==> src/rtl/lcd_controller.sv <==
// lcd_controller: HD44780-style 8-bit LCD write sequencer with valid/ready byte input.
// Define LCD_CTRL_INIT_SEQ_EN to run the power-up wait and 4-command init after every reset.
module lcd_controller #(
    parameter int PWRUP_CYC    = 750000,
    parameter int SETUP_CYC    = 4,
    parameter int E_HIGH_CYC   = 16,
    parameter int CMD_WAIT_CYC = 2500,
    parameter int CLR_WAIT_CYC = 100000
) (
    input  logic       clk,
    input  logic       rst,
    input  logic       in_valid,
    input  logic       in_rs,
    input  logic [7:0] in_data,
    output logic       in_ready,
    output logic       init_done,
    output logic       LCD_RS,
    output logic       LCD_RW,
    output logic       LCD_E,
    output logic [7:0] LCD_DataBus
);
    localparam int MAX_A   = PWRUP_CYC > SETUP_CYC ? PWRUP_CYC : SETUP_CYC;
    localparam int MAX_B   = E_HIGH_CYC > CMD_WAIT_CYC ? E_HIGH_CYC : CMD_WAIT_CYC;
    localparam int MAX_C   = MAX_A > MAX_B ? MAX_A : MAX_B;
    localparam int MAX_CYC = MAX_C > CLR_WAIT_CYC ? MAX_C : CLR_WAIT_CYC;
    localparam int CW      = $clog2(MAX_CYC) + 1;

    typedef enum logic [2:0] {PWRUP, SETUP, EHIGH, WAIT, IDLE} state_t;

    state_t        state_q, state_d;
    logic [CW-1:0] cnt_q, cnt_d, wait_end;
    logic [1:0]    idx_q, idx_d;
    logic [7:0]    data_q, data_d;
    logic          rs_q, rs_d, e_q, e_d, ready_q, ready_d, done_q, done_d;
    logic          is_clr;

    function automatic logic [7:0] init_cmd(input logic [1:0] i);
        return i == 2'd0 ? 8'h38 : i == 2'd1 ? 8'h0F : i == 2'd2 ? 8'h01 : 8'h06;
    endfunction

    // Clear and Home are the only commands needing the long execution wait
    assign is_clr   = !rs_q && data_q[7:2] == 6'd0 && data_q != 8'h00;
    assign wait_end = is_clr ? CW'(CLR_WAIT_CYC - 1) : CW'(CMD_WAIT_CYC - 1);

    always_comb begin
        state_d = state_q;
        cnt_d   = cnt_q + CW'(1);
        idx_d   = idx_q;
        rs_d    = rs_q;
        data_d  = data_q;
        e_d     = e_q;
        ready_d = ready_q;
        done_d  = done_q;
        case (state_q)
            PWRUP: begin
`ifdef LCD_CTRL_INIT_SEQ_EN
                if (cnt_q == CW'(PWRUP_CYC - 1)) begin
                    state_d = SETUP;
                    cnt_d   = '0;
                    idx_d   = 2'd0;
                    rs_d    = 1'b0;
                    data_d  = init_cmd(2'd0);
                end
`else
                state_d = IDLE;
                ready_d = 1'b1;
                done_d  = 1'b1;
`endif
            end
            SETUP: if (cnt_q == CW'(SETUP_CYC - 1)) begin
                state_d = EHIGH;
                cnt_d   = '0;
                e_d     = 1'b1;
            end
            EHIGH: if (cnt_q == CW'(E_HIGH_CYC - 1)) begin
                state_d = WAIT;
                cnt_d   = '0;
                e_d     = 1'b0;
            end
            WAIT: if (cnt_q == wait_end) begin
                cnt_d = '0;
                if (!done_q && idx_q != 2'd3) begin
                    state_d = SETUP;
                    idx_d   = idx_q + 2'd1;
                    data_d  = init_cmd(idx_q + 2'd1);
                end else begin
                    state_d = IDLE;
                    ready_d = 1'b1;
                    done_d  = 1'b1;
                end
            end
            IDLE: begin
                cnt_d = '0;
                if (in_valid) begin
                    state_d = SETUP;
                    rs_d    = in_rs;
                    data_d  = in_data;
                    ready_d = 1'b0;
                end
            end
            default: state_d = PWRUP;
        endcase
    end

    always_ff @(posedge clk or posedge rst) begin
        if (rst) begin
            state_q <= PWRUP;
            cnt_q   <= '0;
            idx_q   <= 2'd0;
            rs_q    <= 1'b0;
            data_q  <= 8'h00;
            e_q     <= 1'b0;
            ready_q <= 1'b0;
            done_q  <= 1'b0;
        end else begin
            state_q <= state_d;
            cnt_q   <= cnt_d;
            idx_q   <= idx_d;
            rs_q    <= rs_d;
            data_q  <= data_d;
            e_q     <= e_d;
            ready_q <= ready_d;
            done_q  <= done_d;
        end
    end

    assign in_ready    = ready_q;
    assign init_done   = done_q;
    assign LCD_RS      = rs_q;
    assign LCD_RW      = 1'b0;
    assign LCD_E       = e_q;
    assign LCD_DataBus = data_q;
endmodule
==> config.mk <==
export PLATFORM = sky130hd
export DESIGN_NAME = lcd_controller
export DESIGN_NICKNAME = d
export VERILOG_FILES = /design/src/rtl/lcd_controller.sv
export SDC_FILE = /design/constraint.sdc
export NUM_CORES = 1
export LEC_CHECK = 0
export ABC_AREA = 1
export CORE_ASPECT_RATIO = 2
export CORE_UTILIZATION = 50
export DETAILED_ROUTE_END_ITERATION = 6
export PLACE_DENSITY = 0.72
export SYNTH_ARGS = -nofsm -noshare
export SYNTH_HDL_FRONTEND = slang
export SYNTH_SLANG_ARGS = --single-unit
==> constraint.sdc <==
create_clock -name clk -period 4.4 [get_ports clk]
set_input_delay 1.32 -clock clk [delete_from_list [all_inputs] [get_ports clk]]
set_output_delay 1.32 -clock clk [all_outputs]
set_load 0.01 [all_outputs]
=== After elaboration in Yosys (flattened, before gate mapping) ===
Index checks and enable logic that the tools add are counted.

* Flip-flop bits (word level): 38
* Bits of input ports: 12
* Word-level logic and storage cells: 72

* Add/sub/neg operators: 2
* Eq/ne operators: 16
* Multiplexer cells: 26
* Reduce and logical (&&, ||, !) cells: 20

{| class="wikitable"
|+ Operator list
! operator !! number
|-
| one-hot mux 21 bit (4 select lines) || 1
|-
| two-way mux 21 bit || 3
|-
| two-way mux 8 bit || 3
|-
| adder 21 x 1 -> 21 bit (second input constant) || 1
|-
| equality test 21 x 17 -> 1 bit || 1
|-
| equality test 21 x 2 -> 1 bit (second input constant) || 1
|-
| equality test 21 x 4 -> 1 bit (second input constant) || 1
|-
| two-way mux 3 bit || 6
|-
| two-way mux 17 bit || 1
|-
| one-hot mux 8 bit (2 select lines) || 1
|-
| one-hot mux 3 bit (5 select lines) || 1
|-
| inequality test 2 bit (second input constant) || 7
|-
| AND reduction 4 bit || 3
|-
| AND reduction 3 bit || 3
|-
| nonzero test 8 bit || 1
|-
| equality test 3 x 2 -> 1 bit (second input constant) || 2
|-
| logical NOT 6 bit || 1
|-
| two-way mux 6 bit || 1
|-
| nonzero test 2 bit || 3
|-
| two-way mux 1 bit || 5
|-
| two-way mux 4 bit || 1
|-
| one-hot mux 1 bit (2 select lines) || 2
|-
| equality test 3 x 1 -> 1 bit (second input constant) || 1
|-
| equality test 3 bit (second input constant) || 1
|-
| 10 further kinds || 13
|}

=== Longest topological paths before layout ===
* Depth after elaboration: 8
* Gate-level depth with buffers: 14
* Gate-level depth less buffers: 12

=== Worst setup path before layout ===
OpenSTA, ideal clock, no wires.

* Path type: input -> register
* From: in in_valid
* To: reg ready_q (netlist: in_ready)
* Data arrival time: 1.822 ns
* Path slack: 2.458 ns
* Stages on the path: 6
* Path buffers: 1
* Path through: inv_1 -> nand2_1 -> buf_2 -> nand3_1 -> nand2_1 -> nand2_1

* Word-level cells in the longest chain between the ends: 2

{| class="wikitable"
|+ Ends and longest elaborated chain
! element !! line !! text
|-
| start: declaration || 12 || <nowiki>input logic in_valid,</nowiki>
|-
| inequality test 2 bit (no line) || - ||
|-
| AND reduction 4 bit (no line) || - ||
|-
| end signal: assignment || 122 || <nowiki>ready_q <= ready_d;</nowiki>
|-
| end: declaration || 34 || <nowiki>logic rs_q, rs_d, e_q, e_d, ready_q, ready_d, done_q, done_d;</nowiki>
|}

Every way passes these cells.
A chain may end at the register's enable or synchronous reset.

=== Worst setup path in the final report ===
* From: reg done_q (netlist: init_done)
* To: out init_done

{| class="wikitable"
|+ RTL lines
! element !! line !! text
|-
| start: declaration || 34 ||
|-
| start signal: assignment || 123 || <nowiki>done_q <= done_d;</nowiki>
|-
| end: declaration || 16 || <nowiki>output logic init_done,</nowiki>
|}

No word-level cell between the ends.

==> metrics.txt <==
# TYPE chip_impl_metric gauge
chip_impl_info{name="status",value="complete, no violations"} 1
chip_impl_metric{name="timing.final.crit_share",unit="%"} 58.51
chip_impl_metric{name="max_freq",unit="MHz"} 388.4
chip_impl_info{name="timing.critical_path.to_type",value="primary output"} 1
chip_impl_info{name="path_class",value="flop to primary output"} 1
chip_impl_metric{name="slew_headroom",unit="%"} 61.31
chip_impl_metric{name="final_layout_size_suffix_gt1_share",unit="%"} 7.547
chip_impl_metric{name="cp.arrival",unit="ns"} 1.25
chip_impl_metric{name="synth_cells",unit=""} 347
chip_impl_metric{name="setup_viol",unit=""} 0
chip_impl_metric{name="final.setup_skew",unit="ns"} 0.005941
chip_impl_info{name="timing.hold.worst.class",value="flop to flop"} 1
chip_impl_metric{name="area_used_by_multi_input_combinational_logic",unit="sq um"} 1161
chip_impl_metric{name="ctsResizeCount",unit=""} 0
chip_impl_metric{name="post_dp_cell_area",unit="sq um"} 2659
chip_impl_metric{name="grt_first_pass_wirelength",unit="um"} 9770
chip_impl_metric{name="synthesis.area",unit="sq um"} 2406
chip_impl_metric{name="initial_antenna_violation_count",unit=""} 0
chip_impl_info{name="timing.critical_path.slowest_stage_cell",value="sky130_fd_sc_hd__clkdlybuf4s50_1"} 1
chip_impl_metric{name="timing_worst_slew_pin_value",unit="ns"} 0.5782
chip_impl_metric{name="critical-path-max-stage-delay",unit="ns"} 0.55
chip_impl_info{name="crit_chain",value="clkdlybuf4s50_1"} 1
chip_impl_metric{name="grt_start_max_net_pins",unit=""} 39
chip_impl_metric{name="globalRouteTotalUtil",unit="%"} 26.03
chip_impl_metric{name="post_drt_via_cell_ratio",unit=""} 5.209
chip_impl_metric{name="syn_to_final_growth",unit="%"} 16.43
chip_impl_info{name="kind_of_launch_point_of_the_worst_setup_path",value="flop"} 1
chip_impl_metric{name="globalplace.congestion",unit=""} 0.9467
chip_impl_metric{name="cts_hold_buffers",unit=""} 0
chip_impl_metric{name="drt_drc_violations_left",unit=""} 0
chip_impl_metric{name="netlist-cell-type-count",unit=""} 27
chip_impl_metric{name="power.share.clock",unit="%"} 50.1
chip_impl_metric{name="register_area",unit="sq um"} 950.9
chip_impl_metric{name="drt_iter0_drc",unit=""} 43
chip_impl_metric{name="routed-via-count",unit=""} 2219
chip_impl_metric{name="global_route.overflow_total",unit=""} 0
chip_impl_metric{name="die_area",unit="sq um"} 5110
chip_impl_metric{name="critical_path.n_buffers_inverters",unit=""} 1
chip_impl_metric{name="net_count_after_synthesis",unit=""} 362
chip_impl_metric{name="number_of_pins_with_negative_max_slew_slack_in_the_final_report",unit=""} 0
chip_impl_metric{name="finalCriticalPeriod",unit="ns"} 2.574
chip_impl_metric{name="final_util",unit="%"} 60.93
chip_impl_metric{name="totalNegativeSetupSlack",unit="ns"} 0
chip_impl_metric{name="synth_warnings",unit=""} 0
chip_impl_metric{name="clkSinkCount",unit=""} 38
chip_impl_metric{name="fillers",unit=""} 451
chip_impl_metric{name="largest_voltage_drop_on_the_vdd_net",unit="mV"} 0.2084
chip_impl_metric{name="intPower",unit="uW"} 604.9
chip_impl_metric{name="synth.yosys.seq_area_share",unit="%"} 39.52
chip_impl_metric{name="postCtsSetupRepairBufs",unit=""} 0
chip_impl_metric{name="core_area",unit="sq um"} 4598
chip_impl_metric{name="dp_hpwl",unit="um"} 4655
chip_impl_metric{name="netsw",unit="uW"} 146.6
chip_impl_info{name="ys_top_cells_by_area",value="sky130_fd_sc_hd__dfrtp_1 (40%), sky130_fd_sc_hd__nand2_1 (16%), sky130_fd_sc_hd__inv_1 (9.2%), sky130_fd_sc_hd__nor2_1 (6.1%), sky130_fd_sc_hd__nand3_1 (4.8%)"} 1
chip_impl_metric{name="antenna-diode-count",unit=""} 0
chip_impl_info{name="tritoncts_clock_tree",value="done"} 1
chip_impl_metric{name="pwr_density_cell",unit="nW/um^2"} 268.3
chip_impl_metric{name="p_leak",unit="uW"} 0.001525
chip_impl_metric{name="part_of_the_total_power_dissipated_in_sequential_elements",unit="%"} 46.8
chip_impl_metric{name="timing_hold_violations_final",unit=""} 0
chip_impl_metric{name="chip_width",unit="um"} 51.05
chip_impl_metric{name="postSynthRegisterBits",unit=""} 38
chip_impl_metric{name="postRouteWirelength",unit="um"} 5917
chip_impl_metric{name="clk-insertion-delay-late",unit="ns"} 0.29
chip_impl_info{name="synthDominantAreaCellType",value="sky130_fd_sc_hd__dfrtp_1"} 1
chip_impl_metric{name="numPlacedInstances",unit=""} 418
chip_impl_metric{name="syn-mean-instance-area",unit="sq um"} 6.934
chip_impl_metric{name="worst-endpoint-required",unit="ns"} 3.08
chip_impl_metric{name="fraction_of_power_spent_switching_nets",unit="%"} 19.51
chip_impl_metric{name="pin_count",unit=""} 25
chip_impl_metric{name="wire_per_inst",unit="um"} 13.89
chip_impl_metric{name="cts_made_buffers",unit=""} 5
chip_impl_metric{name="timing.critical_path.fanout_max",unit=""} 4
chip_impl_metric{name="final_cell_area",unit="sq um"} 2801
chip_impl_metric{name="timing.max_cap.violations",unit=""} 0
chip_impl_metric{name="number_of_global_route_vias_before_repair",unit=""} 2213
chip_impl_metric{name="number_of_rows_created_at_floorplan",unit=""} 35
chip_impl_metric{name="depth_of_the_cts_h_tree",unit=""} 2
chip_impl_info{name="clock-root-buffer",value="sky130_fd_sc_hd__clkbuf_8"} 1
chip_impl_metric{name="drt_pre_antenna_iters",unit=""} 4
chip_impl_metric{name="clock_path_buffers",unit=""} 2
chip_impl_info{name="setup_repair_after_global_routing_missed_its_margin",value="no"} 1
chip_impl_metric{name="initial_core_util",unit="%"} 52.33
chip_impl_metric{name="buffer_ports.inserted",unit=""} 23
chip_impl_metric{name="worst_setup_hold_path_clk_slew",unit="ns"} 0.08
chip_impl_metric{name="antenna_violating_nets_post_route",unit=""} 0
chip_impl_metric{name="power_share_of_the_combinational_group",unit="%"} 3.2
chip_impl_metric{name="synth_top_cell_area_share",unit="%"} 39.52
chip_impl_metric{name="layoutNonFillerInstCount",unit=""} 426
chip_impl_info{name="critical-path-top-delay-family",value="buffers and inverters"} 1
chip_impl_metric{name="chipHeight",unit="um"} 100.1
chip_impl_metric{name="layout.nets",unit=""} 385
-- per-stage QoR --
| stage | hold slack (ns) | power [uW] | worst slack [ns] |
|---|---|---|---|
| after floorplan | 0.4941 | 367.4 | 2.219 |
| after global placement | 0.4629 | 382.6 | 1.759 |
| after detailed placement | 0.4754 | 382.9 | 1.713 |
| after CTS | 0.4991 | 754.6 | 1.804 |
| after global routing | 0.5166 | 771.4 | 1.781 |
| final | 0.4957 | 751.5 | 1.826 |
-- routing by layer --
metal	vias to the layer above	wire length (um)	share of wire, %	track usage [%]
met2	48	3287	56	48.48
met1	1021	2091	35	24.78
met3	25	128	2.2	3.182
li1	1125	-	-	-
met5	-	0	0	0
met4	0	410	6.9	18.59
-- cell families after synthesis --
kind of cell,count (synthesis),synth area share [%]
AND/OR/NAND/NOR,202,37.29
buffers and inverters,72,12.22
flip-flops,38,39.52
AO/OA/AOI/OAI,22,5.980
XOR/XNOR,9,3.276
adder cells (fa/ha/maj),3,1.560
other,1,0.1559
-- synthesized netlist by cell type --
cell,n
sky130_fd_sc_hd__xor2_1,8
sky130_fd_sc_hd__nand3_4,1
sky130_fd_sc_hd__nand3_1,23
sky130_fd_sc_hd__a31o_2,1
sky130_fd_sc_hd__nand3_2,1
sky130_fd_sc_hd__buf_2,4
sky130_fd_sc_hd__nand2_1,101
sky130_fd_sc_hd__inv_2,5
sky130_fd_sc_hd__nor3_1,12
sky130_fd_sc_hd__nor2_4,1
sky130_fd_sc_hd__or2_2,1
sky130_fd_sc_hd__inv_1,59
sky130_fd_sc_hd__nand2_2,8
sky130_fd_sc_hd__nor2_1,39
sky130_fd_sc_hd__xnor2_1,1
sky130_fd_sc_hd__nor3_2,1
sky130_fd_sc_hd__dfrtp_1,38
sky130_fd_sc_hd__buf_4,3
sky130_fd_sc_hd__o21ai_0,12
sky130_fd_sc_hd__o211ai_1,1
sky130_fd_sc_hd__nand4_1,11
sky130_fd_sc_hd__o311ai_0,6
sky130_fd_sc_hd__buf_6,1
sky130_fd_sc_hd__a21o_1,2
sky130_fd_sc_hd__nand3b_1,3
sky130_fd_sc_hd__conb_1,1
sky130_fd_sc_hd__ha_1,3
-- area by class of cell --
class                      instances  share of cell area (%)
clock buffer                       6                   2.948
clock inverter                     2                   2.144
inverter                          64                   8.575
multi-input combinational        237                   41.45
sequential                        38                   33.94
tap                               55                   2.456
timing repair buffer              24                   8.486
-- sequential cells by signal, summed over array words and instances, names as in the netlist --
| name | cells |
|---|---|
| init_done | 1 |
| LCD_RS | 1 |
| idx_q | 2 |
| cnt_q | 21 |
| state_q | 3 |
| in_ready | 1 |
| LCD_E | 1 |
| LCD_DataBus | 8 |
-- placed cells by master, fill, tap and decap left out, types with 2 or more instances in the layout --
master,netlist,final
sky130_fd_sc_hd__inv_1,59,59
sky130_fd_sc_hd__clkdlybuf4s50_1,0,23
sky130_fd_sc_hd__nand2_2,8,8
sky130_fd_sc_hd__nand2_1,101,101
sky130_fd_sc_hd__nand3b_1,3,3
sky130_fd_sc_hd__ha_1,3,3
sky130_fd_sc_hd__o311ai_0,6,6
sky130_fd_sc_hd__inv_2,5,5
sky130_fd_sc_hd__o21ai_0,12,12
sky130_fd_sc_hd__nand4_1,11,11
sky130_fd_sc_hd__nor2_1,39,39
sky130_fd_sc_hd__clkbuf_8,0,6
sky130_fd_sc_hd__a21o_1,2,2
sky130_fd_sc_hd__bufinv_16,0,2
sky130_fd_sc_hd__xor2_1,8,8
sky130_fd_sc_hd__nand3_1,23,23
sky130_fd_sc_hd__dfrtp_1,38,38
sky130_fd_sc_hd__nor3_1,12,12
-- worst reg2reg max path, stage by stage, from the launching register on --
cell and delay, ns:
sky130_fd_sc_hd__dfrtp_1 0.36, sky130_fd_sc_hd__ha_1 0.36, sky130_fd_sc_hd__nand2_2 0.11, sky130_fd_sc_hd__nor2_4 0.17, sky130_fd_sc_hd__inv_2 0.07, sky130_fd_sc_hd__nor2_1 0.13, sky130_fd_sc_hd__nand3_1 0.14, sky130_fd_sc_hd__nand2_1 0.10
sky130_fd_sc_hd__nand2_1 0.07, sky130_fd_sc_hd__inv_2 0.09, sky130_fd_sc_hd__nand3_4 0.21, sky130_fd_sc_hd__inv_1 0.17, sky130_fd_sc_hd__nor2_1 0.08
-- power by group through the flow --
stage / clock [uW] / sequential [uW] / combinational (uW)
2_1_floorplan: 0 / 359 / 8.30
3_3_place_gp: 0 / 358 / 24.2
3_5_place_dp: 0 / 358 / 24.6
4_1_cts: 379 / 351 / 24.6
5_1_grt: 393 / 352 / 26.9
6_report: 376 / 351 / 23.8
-- worst paths after layout --
check | cells after the start | from | slack, ns | end
max in group asynchronous | 3 | rst | 2.63 | cnt_q[11]
hold / removal | 2 | in_ready | 0.50 | in_ready
setup reg to reg | 12 | cnt_q[1] | 2.22 | cnt_q[12]
min in group asynchronous | 3 | rst | 1.43 | LCD_RS
hold reg to reg | 2 | in_ready | 0.50 | in_ready
setup / recovery | 1 | init_done | 1.83 | init_done
Note: power is estimated with default switching activity, not from simulation.
